### src/rtl/alu_multiciclo.sv
// Multi-cycle MIPS execution unit: single-cycle logic/add/sub/slt, iterative
// shift-add multiply and restoring divide, with an inicio/listo handshake.
module alu_multiciclo #(
   parameter int WIDTH = 32
) (
   input  logic             clk,
   input  logic             rst_n,
   input  logic             inicio,
   input  logic [3:0]       control,
   input  logic [WIDTH-1:0] a,
   input  logic [WIDTH-1:0] b,
   output logic [WIDTH-1:0] resultado,
   output logic [WIDTH-1:0] resto,
   output logic             cero,
   output logic             div_cero,
   output logic             ocupado,
   output logic             listo
);

   localparam int CNT_W = $clog2(WIDTH + 1);

   localparam logic [3:0] OP_ADD = 4'b0010;
   localparam logic [3:0] OP_SUB = 4'b0110;
   localparam logic [3:0] OP_AND = 4'b0000;
   localparam logic [3:0] OP_OR  = 4'b0001;
   localparam logic [3:0] OP_SLT = 4'b0111;
   localparam logic [3:0] OP_XOR = 4'b0101;
   localparam logic [3:0] OP_NOR = 4'b1100;
   localparam logic [3:0] OP_MUL = 4'b1000;
   localparam logic [3:0] OP_DIV = 4'b1010;

   typedef enum logic [1:0] {REPOSO, MUL, DIV, FIN} estado_t;

   estado_t          estado_q, estado_d;
   logic [CNT_W-1:0] cnt_q, cnt_d;
   logic [WIDTH:0]   acc_q, acc_d;
   logic [WIDTH-1:0] opa_q, opa_d;
   logic [WIDTH-1:0] opb_q, opb_d;
   logic [WIDTH-1:0] resultado_q, resultado_d;
   logic [WIDTH-1:0] resto_q, resto_d;
   logic             cero_q, cero_d;
   logic             div_cero_q, div_cero_d;

   logic             acepta, es_mul, es_div, b_cero, ultimo;
   logic [WIDTH:0]   mul_sum, rem_shift, rem_next;
   logic [WIDTH-1:0] quo_next, res_simple;

   function automatic logic [WIDTH-1:0] alu_simple(input logic [3:0] op,
                                                   input logic [WIDTH-1:0] x,
                                                   input logic [WIDTH-1:0] y);
      logic signed [WIDTH-1:0] xs;
      logic signed [WIDTH-1:0] ys;
      logic [WIDTH-1:0]        r;
      xs = x;
      ys = y;
      case (op)
         OP_ADD:  r = x + y;
         OP_SUB:  r = x - y;
         OP_AND:  r = x & y;
         OP_OR:   r = x | y;
         OP_SLT:  r = (xs < ys) ? WIDTH'(1) : '0;
         OP_XOR:  r = x ^ y;
         OP_NOR:  r = ~(x | y);
         default: r = '0;
      endcase
      return r;
   endfunction

   assign acepta = inicio && ((estado_q == REPOSO) || (estado_q == FIN));
   assign es_mul = (control == OP_MUL);
   assign es_div = (control == OP_DIV);
   assign b_cero = (b == '0);
   assign ultimo = (cnt_q == CNT_W'(1));

   // State register
   always_ff @(posedge clk or negedge rst_n) begin
      if (!rst_n) estado_q <= REPOSO;
      else        estado_q <= estado_d;
   end

   // Next-state logic
   always_comb begin
      estado_d = estado_q;
      case (estado_q)
         REPOSO, FIN: begin
            if (inicio) begin
               if (es_mul)                estado_d = MUL;
               else if (es_div && !b_cero) estado_d = DIV;
               else                       estado_d = FIN;
            end else begin
               estado_d = REPOSO;
            end
         end
         MUL, DIV: if (ultimo) estado_d = FIN;
         default:  estado_d = REPOSO;
      endcase
   end

   // Handshake outputs are pure functions of the state, so they can never overlap
   always_comb begin
      ocupado = (estado_q == MUL) || (estado_q == DIV);
      listo   = (estado_q == FIN);
   end

   always_comb begin
      acc_d       = acc_q;
      opa_d       = opa_q;
      opb_d       = opb_q;
      cnt_d       = cnt_q;
      resultado_d = resultado_q;
      resto_d     = resto_q;
      cero_d      = cero_q;
      div_cero_d  = div_cero_q;
      res_simple  = alu_simple(control, a, b);
      mul_sum     = acc_q + (opb_q[0] ? {1'b0, opa_q} : '0);
      // Restoring divide: opa_q holds the dividend shifting out and the quotient shifting in
      rem_shift   = {acc_q[WIDTH-1:0], opa_q[WIDTH-1]};
      if (rem_shift >= {1'b0, opb_q}) begin
         rem_next = rem_shift - {1'b0, opb_q};
         quo_next = {opa_q[WIDTH-2:0], 1'b1};
      end else begin
         rem_next = rem_shift;
         quo_next = {opa_q[WIDTH-2:0], 1'b0};
      end

      if (acepta) begin
         if (es_mul || (es_div && !b_cero)) begin
            acc_d = '0;
            opa_d = a;
            opb_d = b;
            cnt_d = CNT_W'(WIDTH);
         end else if (es_div) begin
            resultado_d = '1;
            resto_d     = a;
            cero_d      = 1'b0;
            div_cero_d  = 1'b1;
         end else begin
            resultado_d = res_simple;
            resto_d     = '0;
            cero_d      = (res_simple == '0);
            div_cero_d  = 1'b0;
         end
      end else if (estado_q == MUL) begin
         acc_d = mul_sum;
         opa_d = opa_q << 1;
         opb_d = opb_q >> 1;
         cnt_d = cnt_q - CNT_W'(1);
         if (ultimo) begin
            resultado_d = mul_sum[WIDTH-1:0];
            resto_d     = '0;
            cero_d      = (mul_sum[WIDTH-1:0] == '0);
            div_cero_d  = 1'b0;
         end
      end else if (estado_q == DIV) begin
         acc_d = rem_next;
         opa_d = quo_next;
         cnt_d = cnt_q - CNT_W'(1);
         if (ultimo) begin
            resultado_d = quo_next;
            resto_d     = rem_next[WIDTH-1:0];
            cero_d      = (quo_next == '0);
            div_cero_d  = 1'b0;
         end
      end
   end

   always_ff @(posedge clk or negedge rst_n) begin
      if (!rst_n) begin
         cnt_q       <= '0;
         resultado_q <= '0;
         resto_q     <= '0;
         cero_q      <= 1'b0;
         div_cero_q  <= 1'b0;
      end else begin
         cnt_q       <= cnt_d;
         resultado_q <= resultado_d;
         resto_q     <= resto_d;
         cero_q      <= cero_d;
         div_cero_q  <= div_cero_d;
      end
   end

   // Iteration datapath is only meaningful after a load, so it carries no reset
   always_ff @(posedge clk) begin
      acc_q <= acc_d;
      opa_q <= opa_d;
      opb_q <= opb_d;
   end

   assign resultado = resultado_q;
   assign resto     = resto_q;
   assign cero      = cero_q;
   assign div_cero  = div_cero_q;

endmodule

### config.mk
export PLATFORM = sky130hd
export DESIGN_NAME = alu_multiciclo
export DESIGN_NICKNAME = d
export VERILOG_FILES = /design/src/rtl/alu_multiciclo.sv
export SDC_FILE = /design/constraint.sdc
export NUM_CORES = 1
export LEC_CHECK = 0
export ABC_CLOCK_PERIOD_IN_PS = 5000
export CORE_MARGIN = 1.5
export CORE_UTILIZATION = 35
export DETAILED_ROUTE_END_ITERATION = 10
export PLACE_DENSITY = 0.52
export SYNTH_ARGS = -nofsm -noshare
export SYNTH_HDL_FRONTEND = slang
export SYNTH_SLANG_ARGS = --single-unit
### constraint.sdc
create_clock -name clk -period 5 [get_ports clk]
set_clock_uncertainty 0.15 [all_clocks]
set_input_delay 0.5 -clock clk [delete_from_list [all_inputs] [get_ports clk]]
set_output_delay 0.5 -clock clk [all_outputs]
set_load 0.02 [all_outputs]
-- Yosys cells after proc, flatten, opt, wreduce, memory -nomap -nowiden
Index checks and enable logic that the tools add are counted.
- register bits: 171
- bits in latches: 0
- bits in writable memories: 0
- bits in read-only memories: 0
- logic and storage cells: 109
- memories: 0
- $add $sub $neg: 5
- $mul: 0
- divide/modulo/power cells: 0
- magnitude comparators: 2
- equal/unequal tests: 17
- shift-type cells: 0
- multiplexer cells: 52
- bitwise gates (word level): 4
- reductions and logical operators: 20
- operators with widths (operator ; count):
    $mux 32 ; 22
    $pmux 32 s7 ; 1
    $mux 33 ; 5
    $logic_not 32->1 ; 4
    $add 33x32->33 ; 1
    $ge 33x32->1 ; 1
    $sub 33x32->33 ; 1
    $add 32x32->32 ; 1
    $and 32x32->32 ; 1
    $lt 32x32->1 ; 1
    $not 32->32 ; 1
    $or 32x32->32 ; 1
    $sub 32x32->32 ; 1
    $xor 32x32->32 ; 1
    $mux 6 ; 4
    $mux 1 ; 16
    $eq 4x3->1 const B ; 3
    $eq 4x4->1 const B ; 3
    $eq 6x1->1 const B ; 1
    $mux 2 ; 3
    $ne 3x3->1 const B ; 2
    $reduce_and 2->1 ; 3
    $sub 6x1->6 const B ; 1
    $eq 2x2->1 const B ; 2
    other kinds (15) ; 20

-- Longest topological paths before layout
Gate-level depths: netlist (run 1).
- depth in word-level cells: 7
- gate-level depth with buffers: 16
- depth with buffers taken out: 16

-- Worst setup path after synthesis (run 1)
Ideal clock, no wire load.
- path type: input port to flip-flop
- start: input port a[0]
- end: register cero_q, in the netlist cero
- setup time: 0.080 ns
- arrival: 3.894 ns
- required time: 4.770 ns
- path slack: 0.876 ns
- stages: 15
- cells stage by stage: inv_1 ha_1 fa_1 or2_0 a221oi_2 o311ai_1 a2111oi_2 o211ai_1 a21oi_1 o21ai_0 or4_1 or4_1 nor4_2 nand4_1 o211ai_2
- word-level cells in the longest chain between the ends: 7
- elaborated cells on any way between the ends: 13
- those cells by class: add/sub (2); order compare (1); mux (5); bitwise (4); reduce/logical (1)
- RTL lines (item ; RTL line ; text):
    start, declared ; 10 ; input logic [WIDTH-1:0] a,
    $lt 32x32->1 or $or 32x32->32 (tied branches) ; 61, 60, 63 ;
    $mux 1 or $not 32->32 (tied branches) ; 61, 63 ;
    $pmux 32 s7 * ; 56 ; case (op)
    $logic_not 32->1 * ; 140 ; cero_d = (res_simple == '0);
    $mux 1 * ; 132 ; end else if (es_div) begin
    $mux 1 * ; 127 ; if (es_mul || (es_div && !b_cero)) begin
    $mux 1 * ; 126 ; if (acepta) begin
    end signal, assigned ; 178 ; cero_q <= cero_d;
    end, declared ; 41 ; logic cero_q, cero_d;
Mark *: on every way between the ends. The rest lies on a longest branch, timed or not. The select of a mux whose other input is x is not followed.
A chain may end at the register's enable or synchronous reset.

-- Worst setup path after layout (run 1)
- start: register opa_q[0]
- end: register cero_q, in the netlist cero
- word-level cells in the longest chain between the ends: 6
- elaborated cells on any way between the ends: 9
- those cells by class: add/sub (1); mux (6); reduce/logical (2)
- RTL lines (item ; RTL line ; text):
    start, declared ; 37 ; logic [WIDTH-1:0] opa_q, opa_d;
    start signal, assigned ; 186 ; opa_q <= opa_d;
    $mux 32 ; 115 ; mul_sum = acc_q + (opb_q[0] ? {1'b0, opa_q} : '0);
    $add 33x32->33 ; 115 ;
    $logic_not 32->1 ; 151 ; cero_d = (mul_sum[WIDTH-1:0] == '0);
    $mux 1 ; 148 ; if (ultimo) begin
    $mux 1 * ; 143 ; end else if (estado_q == MUL) begin
    $mux 1 * ; 126 ;
Marked as above.

==> impl_metrics.tcl, run 1 <==
set metrics [dict create \
    clkSinkCount 170 \
    comb_power_share_pct 69.9 \
    dp_cells 3120 \
    slew_headroom_pct 26.8 \
    endpoint_kind "flop" \
    rrSetupSlack_ps 320 \
    post_synth_inst_count 2228 \
    use_met3_pct 4.60 \
    die_w_um 228 \
    vias 18800 \
    numPortBuffers 138 \
    drc 0 \
    ctsHtreeMaxLevel 4 \
    layout.nets 2724 \
    ir_drop_v 0.000348 \
    crit_fanout 4 \
    drv_cap 0 \
    antenna_left 0 \
    syn_area_per_cell_um2 7.98 \
    critPathKind "reg2reg" \
    worst_pin_slew_ps 1100 \
    synthArstFlopShare_pct 43.5 \
    grt_usage_pct 30.4 \
    internal_power_mw 7.42 \
    mostFrequentLayoutCells "a21oi_1, nand2_1, buf_4" \
    p_sw_mw 8.08 \
    place.gp.congestion 0.970 \
    clkTransAtPathRegs_ps 80 \
    synthDistinctLibCells 112 \
    clock-root-buffer "clkbuf_16" \
    cts_buffers 17 \
    p_leak_nw 9.35 \
    p_sw_share_pct 52.1 \
    wirelength_um 80800 \
    grt_max_degree 75 \
    top_usage_layer "met1" \
    cp.arrival_ps 4920 \
    drv_slew 0 \
    ys_ff_latch 170 \
    insertion_delay_ps 460 \
    synth_flop_cell "edfxtp_1" \
    postCtsHoldBufs 0 \
    num_rows 82 \
    pin_count 139 \
    wl_per_cell_um 25.6 \
    dieHeight_um 228 \
    finalSetupViolCount 0 \
    stdcell_count 3153 \
    seq_power_share_pct 21.4 \
    core-area_mm2 0.0502 \
    outcome "finished clean" \
    yosys.area.top_type "edfxtp_1" \
    avgViaCountPerCell 5.95 \
    ys_seq_area_share_pct 26.6 \
    met1_usage_pct 45.5 \
    min_period_ps 4680 \
    synth_top_area_share_pct 16.2 \
    fin_worst_hold_slack_ps 61.1 \
    layout_commonest_cell "a21oi_1" \
    synth_edf_count 96 \
    antenna_found_initial 2 \
    cp-start-kind "flop" \
    dp_slack_ps -287 \
    ctsLongestPathBuffers 2 \
    power_mw 15.5 \
    grt_overflow 0 \
    hp-class "in2async" \
    grt_pass1_vias 17800 \
    max_freq_mhz 214 \
    yosys-top-cells-area "edfxtp_1, ha_1, dfrtp_1" \
    synth_nets 2485 \
    syn_area_mm2 0.0178 \
    initial_utilization_pct 35.4 \
    period_share_pct 93.7 \
    rsz0062_at_grt "no" \
    grt_pass1_wl_um 119000 \
    final_core_utilization_pct 43.3 \
    ys_warn_count 0 \
    dpl.hpwl_um 65400 \
    crit_required_ps 5230 \
    finalHoldViolCount 0 \
    cts_tree "yes" \
    use_met2_pct 45.3 \
    drive_gt1_share_pct 12.9 \
    first_pass_iters 5 \
    postLayoutCellArea_mm2 0.0217 \
    dieArea_mm2 0.0522 \
    placed_area_mm2 0.0211 \
    clkPwrFrac_pct 8.8 \
    powerDensity_mw_per_mm2 714 \
    setup_ws_ps 316 \
    drt_iter0_markers 2028 \
    finalSetupTns_ps 0 \
    area_delta_synth_final_pct 22.1 \
]
==> worst max-delay path, stage by stage, from the launching register on <==
cell,delay [ps]
edfxtp_1,480
and2_1,190
ha_1,220
fa_1,440
a21oi_1,190
o211ai_1,180
o21ai_0,400
a31oi_1,240
o21ai_0,320
nand2b_1,90
a21oi_1,180
xor2_1,420
nand4_1,180
nor4_1,430
nand4_1,290
o211ai_2,210
==> routing by layer <==
| layer | share of wire, % | vias up |
|---|---|---|
| met5 | 0.016 | - |
| met1 | 47 | 9205 |
| met4 | 2.3 | 2 |
| met3 | 8.1 | 85 |
| li1 | - | 8653 |
| met2 | 42 | 826 |
==> what timing repair did <==
action / CTS / global route
endpoints found under the setup margin: 0 / 1
setup buffers: 0 / 0
gates resized for setup: 0 / 1
==> cell usage after synthesis, types with 6 or more instances <==
| cell type | count |
|---|---|
| a2111oi_0 | 8 |
| a211o_1 | 10 |
| a211oi_1 | 28 |
| a21o_1 | 62 |
| a21oi_1 | 226 |
| a221o_1 | 12 |
| a221oi_1 | 18 |
| a22o_1 | 6 |
| a22oi_1 | 10 |
| a31o_2 | 9 |
| a31oi_1 | 25 |
| and2_1 | 45 |
| and3_1 | 10 |
| buf_2 | 14 |
| clkbuf_1 | 94 |
| dfrtp_1 | 74 |
| edfxtp_1 | 96 |
| ha_1 | 182 |
| inv_1 | 159 |
| mux2i_1 | 28 |
| nand2_1 | 203 |
| nand2b_1 | 18 |
| nand3_1 | 53 |
| nand4_1 | 28 |
| nor2_1 | 179 |
| nor2b_1 | 17 |
| nor3_1 | 41 |
| nor4_1 | 37 |
| o211ai_1 | 25 |
| o21a_1 | 21 |
| o21ai_0 | 164 |
| o21ai_1 | 6 |
| o21bai_1 | 22 |
| o22a_1 | 9 |
| o22ai_1 | 24 |
| o31ai_1 | 18 |
| or2_2 | 19 |
| or3_1 | 12 |
| xnor2_1 | 37 |
| xor2_1 | 27 |
==> flip-flops by register name, indices dropped and copies added (netlist names) <==
register	count
acc_q	32
cero	1
cnt_q	6
div_cero	1
estado_q	2
opa_q	32
opb_q	32
resto	32
resultado	32
==> cell type report <==
cell class | count | area, um2
fill | 5095 | 28500
multi-input combinational | 1776 | 12000
sequential | 170 | 4730
timing repair buffer | 342 | 2960
tap | 672 | 841
inverter | 160 | 601
clock buffer | 19 | 464
clock inverter | 13 | 124
antenna | 1 | 2.50
==> worst paths after layout <==
check,startpoint,to,cells past startpoint
min in group clk,resultado[4],resultado[4],1
max reg2reg,opa_q[0],cero,15
max in group asynchronous,rst_n,resto[2],1
max,opa_q[0],cero,15
min,rst_n,resto[25],1
min reg2reg,resultado[4],resultado[4],1
==> cells by family after synthesis <==
logic type	synth area share, %
AOI/OAI and AO/OA	29.0
xor gates and xnor gates	3.15
adders and majority gates	13.3
buffers and inverters	6.46
DFF	26.6
muxes	1.77
and+or+nand+nor	19.7
==> power by group through the flow <==
stage	sequential [mW]	clock [mW]	combinational, mW
floorplan	3.41	0	6.66
CTS	3.30	1.37	10.7
finish	3.31	1.36	10.8
global placement	3.29	0	10.5
global route	3.39	1.42	11.8
detailed placement	3.32	0	10.6
No activity file was read; power rests on OpenSTA's default activity.
==> run 2: changes to the inputs <==
ABC_CLOCK_PERIOD_IN_PS = 6100   (was 5000)
clock period = 6.1 ns   (was 5 ns; I/O delays follow)
==> impl_metrics.tcl, run 2 (synthesis results as in run 1) <==
set metrics [dict create \
    clock-root-buffer "clkbuf_16" \
    met1_usage_pct 43.7 \
    powerDensity_mw_per_mm2 613 \
    wirelength_um 78100 \
    dieHeight_um 228 \
    mostFrequentLayoutCells "a21oi_1, nand2_1, ha_1" \
    grt_pass1_wl_um 114000 \
    grt_overflow 0 \
    crit_top_cell "or4_1" \
    placed_area_mm2 0.0200 \
    crit_chain "clkdlybuf4s50_1, inv_1, ha_1, fa_1, or2_0, a221oi_2, o311ai_1, a2111oi_2, o211ai_1, a21oi_1, o21ai_0, or4_1, or4_1, nor4_2, nand4_1, o211ai_2" \
    clkTransAtPathRegs_ps 70 \
    initial_utilization_pct 35.4 \
    p_leak_nw 8.65 \
    antenna_left 0 \
    drc 0 \
    use_met2_pct 43.5 \
    area_delta_synth_final_pct 15.8 \
    endpoint_kind "flop" \
    hp-class "reg2reg" \
    first_pass_iters 8 \
    top_usage_layer "met1" \
    critPathKind "in2reg" \
    ctsLongestPathBuffers 2 \
    finalSetupViolCount 0 \
    worst_pin_slew_ps 1130 \
    layout.nets 2578 \
    internal_power_mw 5.97 \
    core-area_mm2 0.0502 \
    cp.arrival_ps 5500 \
    final_core_utilization_pct 41.0 \
    grt_max_degree 85 \
    drv_cap 0 \
    cts_tree "yes" \
    p_sw_share_pct 52.7 \
    dpl.hpwl_um 62500 \
    cts_resized 0 \
    ctsHtreeMaxLevel 4 \
    critPathMaxStageDelay_ps 530 \
    use_met3_pct 4.04 \
    wl_per_cell_um 26.0 \
    antenna_found_initial 5 \
    place.gp.congestion 0.979 \
    stdcell_count 3007 \
    max_freq_mhz 190 \
    grt_pass1_vias 17100 \
    p_sw_mw 6.65 \
    slew_headroom_pct 22.8 \
    drv_slew 0 \
    nFillCells 5089 \
    avgViaCountPerCell 6.09 \
    comb_power_share_pct 69.3 \
    crit_required_ps 6330 \
    ir_drop_v 0.000278 \
    die_w_um 228 \
    cts_setup_buffers 0 \
    num_rows 82 \
    cp-start-kind "input pin" \
    period_share_pct 86.5 \
    numPortBuffers 138 \
    rsz0062_at_grt "no" \
    drt_iter0_markers 2077 \
    insertion_delay_ps 460 \
    grt_usage_pct 29.1 \
    layout_commonest_cell "a21oi_1" \
    clkPwrFrac_pct 9.1 \
    crit_fanout 3 \
    pin_count 139 \
    slowest_stage "a2111oi_2" \
    finalHoldViolCount 0 \
    seq_power_share_pct 21.6 \
    outcome "finished clean" \
    drive_gt1_share_pct 7.41 \
    finalSetupTns_ps 0 \
    dp_cells 2973 \
    postLayoutCellArea_mm2 0.0206 \
    clkSinkCount 170 \
    dieArea_mm2 0.0522 \
    min_period_ps 5270 \
    cts_buffers 17 \
    vias 18300 \
]
run 2: cell count changes in the layout (fill, tap and decap cells not counted), moves of 2 or more:
cell       before  now
buf_12          4    1
buf_4         201   57
clkbuf_16      18   21
inv_8           3    1
run 2: worst max-delay path, delay by kind of cell:
family	cells	cell delay (ps)
and+or+nand+nor	5	1590
buffers and inverters	2	610
AOI/OAI and AO/OA	7	1960
adders and majority gates	2	720
run 2: metrics by stage:
stage	hold slack (ps)	setup WS (ps)	power, mW
floorplan	164	1870	8.25
CTS	330	963	12.5
detailed placement	315	507	11.3
global route	355	588	13.5
finish	328	826	12.6
global placement	301	604	11.2
run 2: path summary, 6_finish.rpt:
path / from / end / slack [ps] / cells past startpoint
min reg2reg: resultado[7] / resultado[7] / 330 / 2
min: resultado[7] / resultado[7] / 330 / 2
min in group asynchronous: rst_n / resto[25] / 420 / 2
max in group asynchronous: rst_n / resto[1] / 4210 / 3
max reg2reg: acc_q[3] / resto[10] / 910 / 14
max: a[0] / cero / 830 / 16
run 2: power groups by stage:
stage	sequential, mW	clock (mW)	combinational, mW
final	2.72	1.15	8.75
after global routing	2.79	1.20	9.48
after CTS	2.71	1.16	8.59
after detailed placement	2.73	0	8.53
after global placement	2.71	0	8.54
after floorplan	2.79	0	5.46
run 2: timing repair:
| item | 4_1_cts | 5_1_grt |
|---|---|---|
| endpoints found under the hold margin | 17 | 0 |
| hold buffers | 1 | 0 |
| setup endpoints to repair | 0 | 0 |
run 2: layer usage:
layer | vias to the layer above | wire [um]
met5 | - | 33
met4 | 4 | 1770
met3 | 80 | 6070
met2 | 801 | 33200
met1 | 9048 | 37100
li1 | 8375 | -
run 2: cell type report:
cell class | count | area (um2) | share of cell area (%)
inverter | 160 | 601 | 2.92
tap | 672 | 841 | 4.08
sequential | 170 | 4730 | 23.0
antenna | 1 | 2.50 | 0.0122
timing repair buffer | 196 | 1830 | 8.88
multi-input combinational | 1776 | 12000 | 58.1
clock buffer | 21 | 526 | 2.55
clock inverter | 11 | 87.6 | 0.425
==> run 3: changes to the inputs <==
ABC_CLOCK_PERIOD_IN_PS = 6600   (was 6100)
clock period = 6.6 ns   (was 6.1 ns; I/O delays follow)
==> impl_metrics.tcl, run 3 (synthesis results as in run 1) <==
set metrics [dict create \
    dpl.hpwl_um 62500 \
    powerDensity_mw_per_mm2 566 \
    rrSetupSlack_ps 1500 \
    clkTransAtPathRegs_ps 80 \
    drc 0 \
    crit_top_cell "or4_1" \
    crit_required_ps 6830 \
    crit_chain "clkdlybuf4s50_1, inv_1, ha_1, fa_1, or2_0, a221oi_2, o311ai_1, a2111oi_2, o211ai_1, a21oi_1, o21ai_0, or4_1, or4_1, nor4_2, nand4_1, o211ai_2" \
    grt_usage_pct 29.3 \
    grt_pass1_wl_um 114000 \
    dieHeight_um 228 \
    grt_overflow 0 \
    drive_gt1_share_pct 7.17 \
    endpoint_kind "flop" \
    rr_worst_depth 14 \
    wirelength_um 78100 \
    core-area_mm2 0.0502 \
    finalHoldViolCount 0 \
    critPathKind "in2reg" \
    critPathMaxStageDelay_ps 530 \
    max_freq_mhz 189 \
    pin_count 139 \
    reg2reg_to "resto[10]" \
    die_w_um 228 \
    clkSinkCount 170 \
    first_pass_iters 7 \
    cp.arrival_ps 5540 \
    rsz0062_at_grt "no" \
    place.gp.congestion 0.948 \
    worst_pin_slew_ps 1110 \
    numPortBuffers 138 \
    dieArea_mm2 0.0522 \
    cts_tree "yes" \
    initial_utilization_pct 35.4 \
    drv_cap 0 \
    vias 18100 \
    hp-class "reg2reg" \
    clock-root-buffer "clkbuf_16" \
    insertion_delay_ps 470 \
    crit_fanout 3 \
    ir_drop_v 0.000269 \
    area_delta_synth_final_pct 15.2 \
    cts_resized 0 \
    grt_pass1_vias 17200 \
    r2r-start "acc_q[3]" \
    antenna_found_initial 2 \
    num_rows 82 \
    critPathBufInv 2 \
    cts_buffers 17 \
    min_period_ps 5300 \
    antenna_left 0 \
    slew_headroom_pct 25.8 \
    drv_slew 0 \
    ctsLongestPathBuffers 2 \
    period_share_pct 80.4 \
    cpLargestDelayFamily "compound AO/OA/AOI/OAI gates" \
    critPathLaunch "a[0]" \
    grt_max_degree 90 \
    drt_iter0_markers 1696 \
    slowest_stage "clkdlybuf4s50_1" \
    diodes 0 \
    layout_commonest_cell "a21oi_1" \
    mostFrequentLayoutCells "a21oi_1, nand2_1, ha_1" \
    cp-start-kind "input pin" \
    p_leak_nw 8.59 \
    avgViaCountPerCell 6.03 \
    layout.nets 2572 \
    finalSetupTns_ps 0 \
    endpoint "cero" \
    power_mw 11.6 \
    crit_cells 16 \
    wl_per_cell_um 26.0 \
    ctsHtreeMaxLevel 4 \
    outcome "finished clean" \
    finalSetupViolCount 0 \
]
-- run 3: changes by cell type in the layout (fill, tap and decap cells not counted), sizes merged --
cell / change
clkbuf: -3
clkinv: +1
diode: -1
inv: +2
buf: -6
-- run 3: how the worst min path moves through the flow --
stage / startpoint / end / cells past startpoint
2_1_floorplan: rst_n / cero / 0
3_3_place_gp: div_cero / div_cero / 2
3_5_place_dp: div_cero / div_cero / 2
4_1_cts: resultado[28] / resultado[28] / 2
5_1_grt: resultado[6] / resultado[6] / 1
6_report: resultado[21] / resultado[21] / 2
-- run 3: metrics by stage --
| stage | util, % | area [um2] | setup slack, ps | hold WS, ps | cells |
|---|---|---|---|---|---|
| 2_1_floorplan | - | 17800 | 2320 | 214 | 2228 |
| 3_3_place_gp | 39.7 | 19900 | 1030 | 299 | 2967 |
| 3_5_place_dp | 39.7 | 19900 | 897 | 321 | 2967 |
| 4_1_cts | 40.8 | 20500 | 1380 | 343 | 3000 |
| 5_1_grt | 40.8 | 20500 | 1090 | 358 | 3000 |
| 6_report | 40.8 | 20500 | 1300 | 338 | 3000 |
-- run 3: metal layers --
metal	vias up	GRT usage [%]	wire length [um]
li1	8365	-	-
met1	8800	42.3	36200
met2	817	42.2	32200
met3	115	6.04	6770
met4	0	11.8	2910
met5	-	0	0
-- run 3: worst reg2reg max path: stages, from the launching register on --
cell	delay, ps
edfxtp_1	500
ha_1	400
a21oi_1	230
o211ai_1	140
o21ai_0	620
a21oi_1	200
o31ai_1	630
a21o_1	190
nand2_1	80
a41oi_4	690
buf_4	350
mux2i_1	230
nor2_1	90
a21oi_1	350
a21oi_1	120
-- run 3: final cells by class --
type / instances / area, um2
clock inverter: 14 / 128
clock buffer: 18 / 439
fill: 5157 / 29700
inverter: 160 / 601
sequential: 170 / 4730
timing repair buffer: 190 / 1770
multi-input combinational: 1776 / 12000
tap: 672 / 841
-- run 3: power breakdown --
| part | internal [mW] | switching [mW] | total (mW) |
|---|---|---|---|
| registers | 2.04 | 0.482 | 2.52 |
| clock network | 0.507 | 0.493 | 1.00 |
| logic | 2.89 | 5.19 | 8.07 |
-- run 3: repair_timing --
| action | CTS | global route |
|---|---|---|
| setup buffers | 0 | 0 |
| hold buffers | 1 | 0 |
| endpoints found under the hold margin | 15 | 0 |
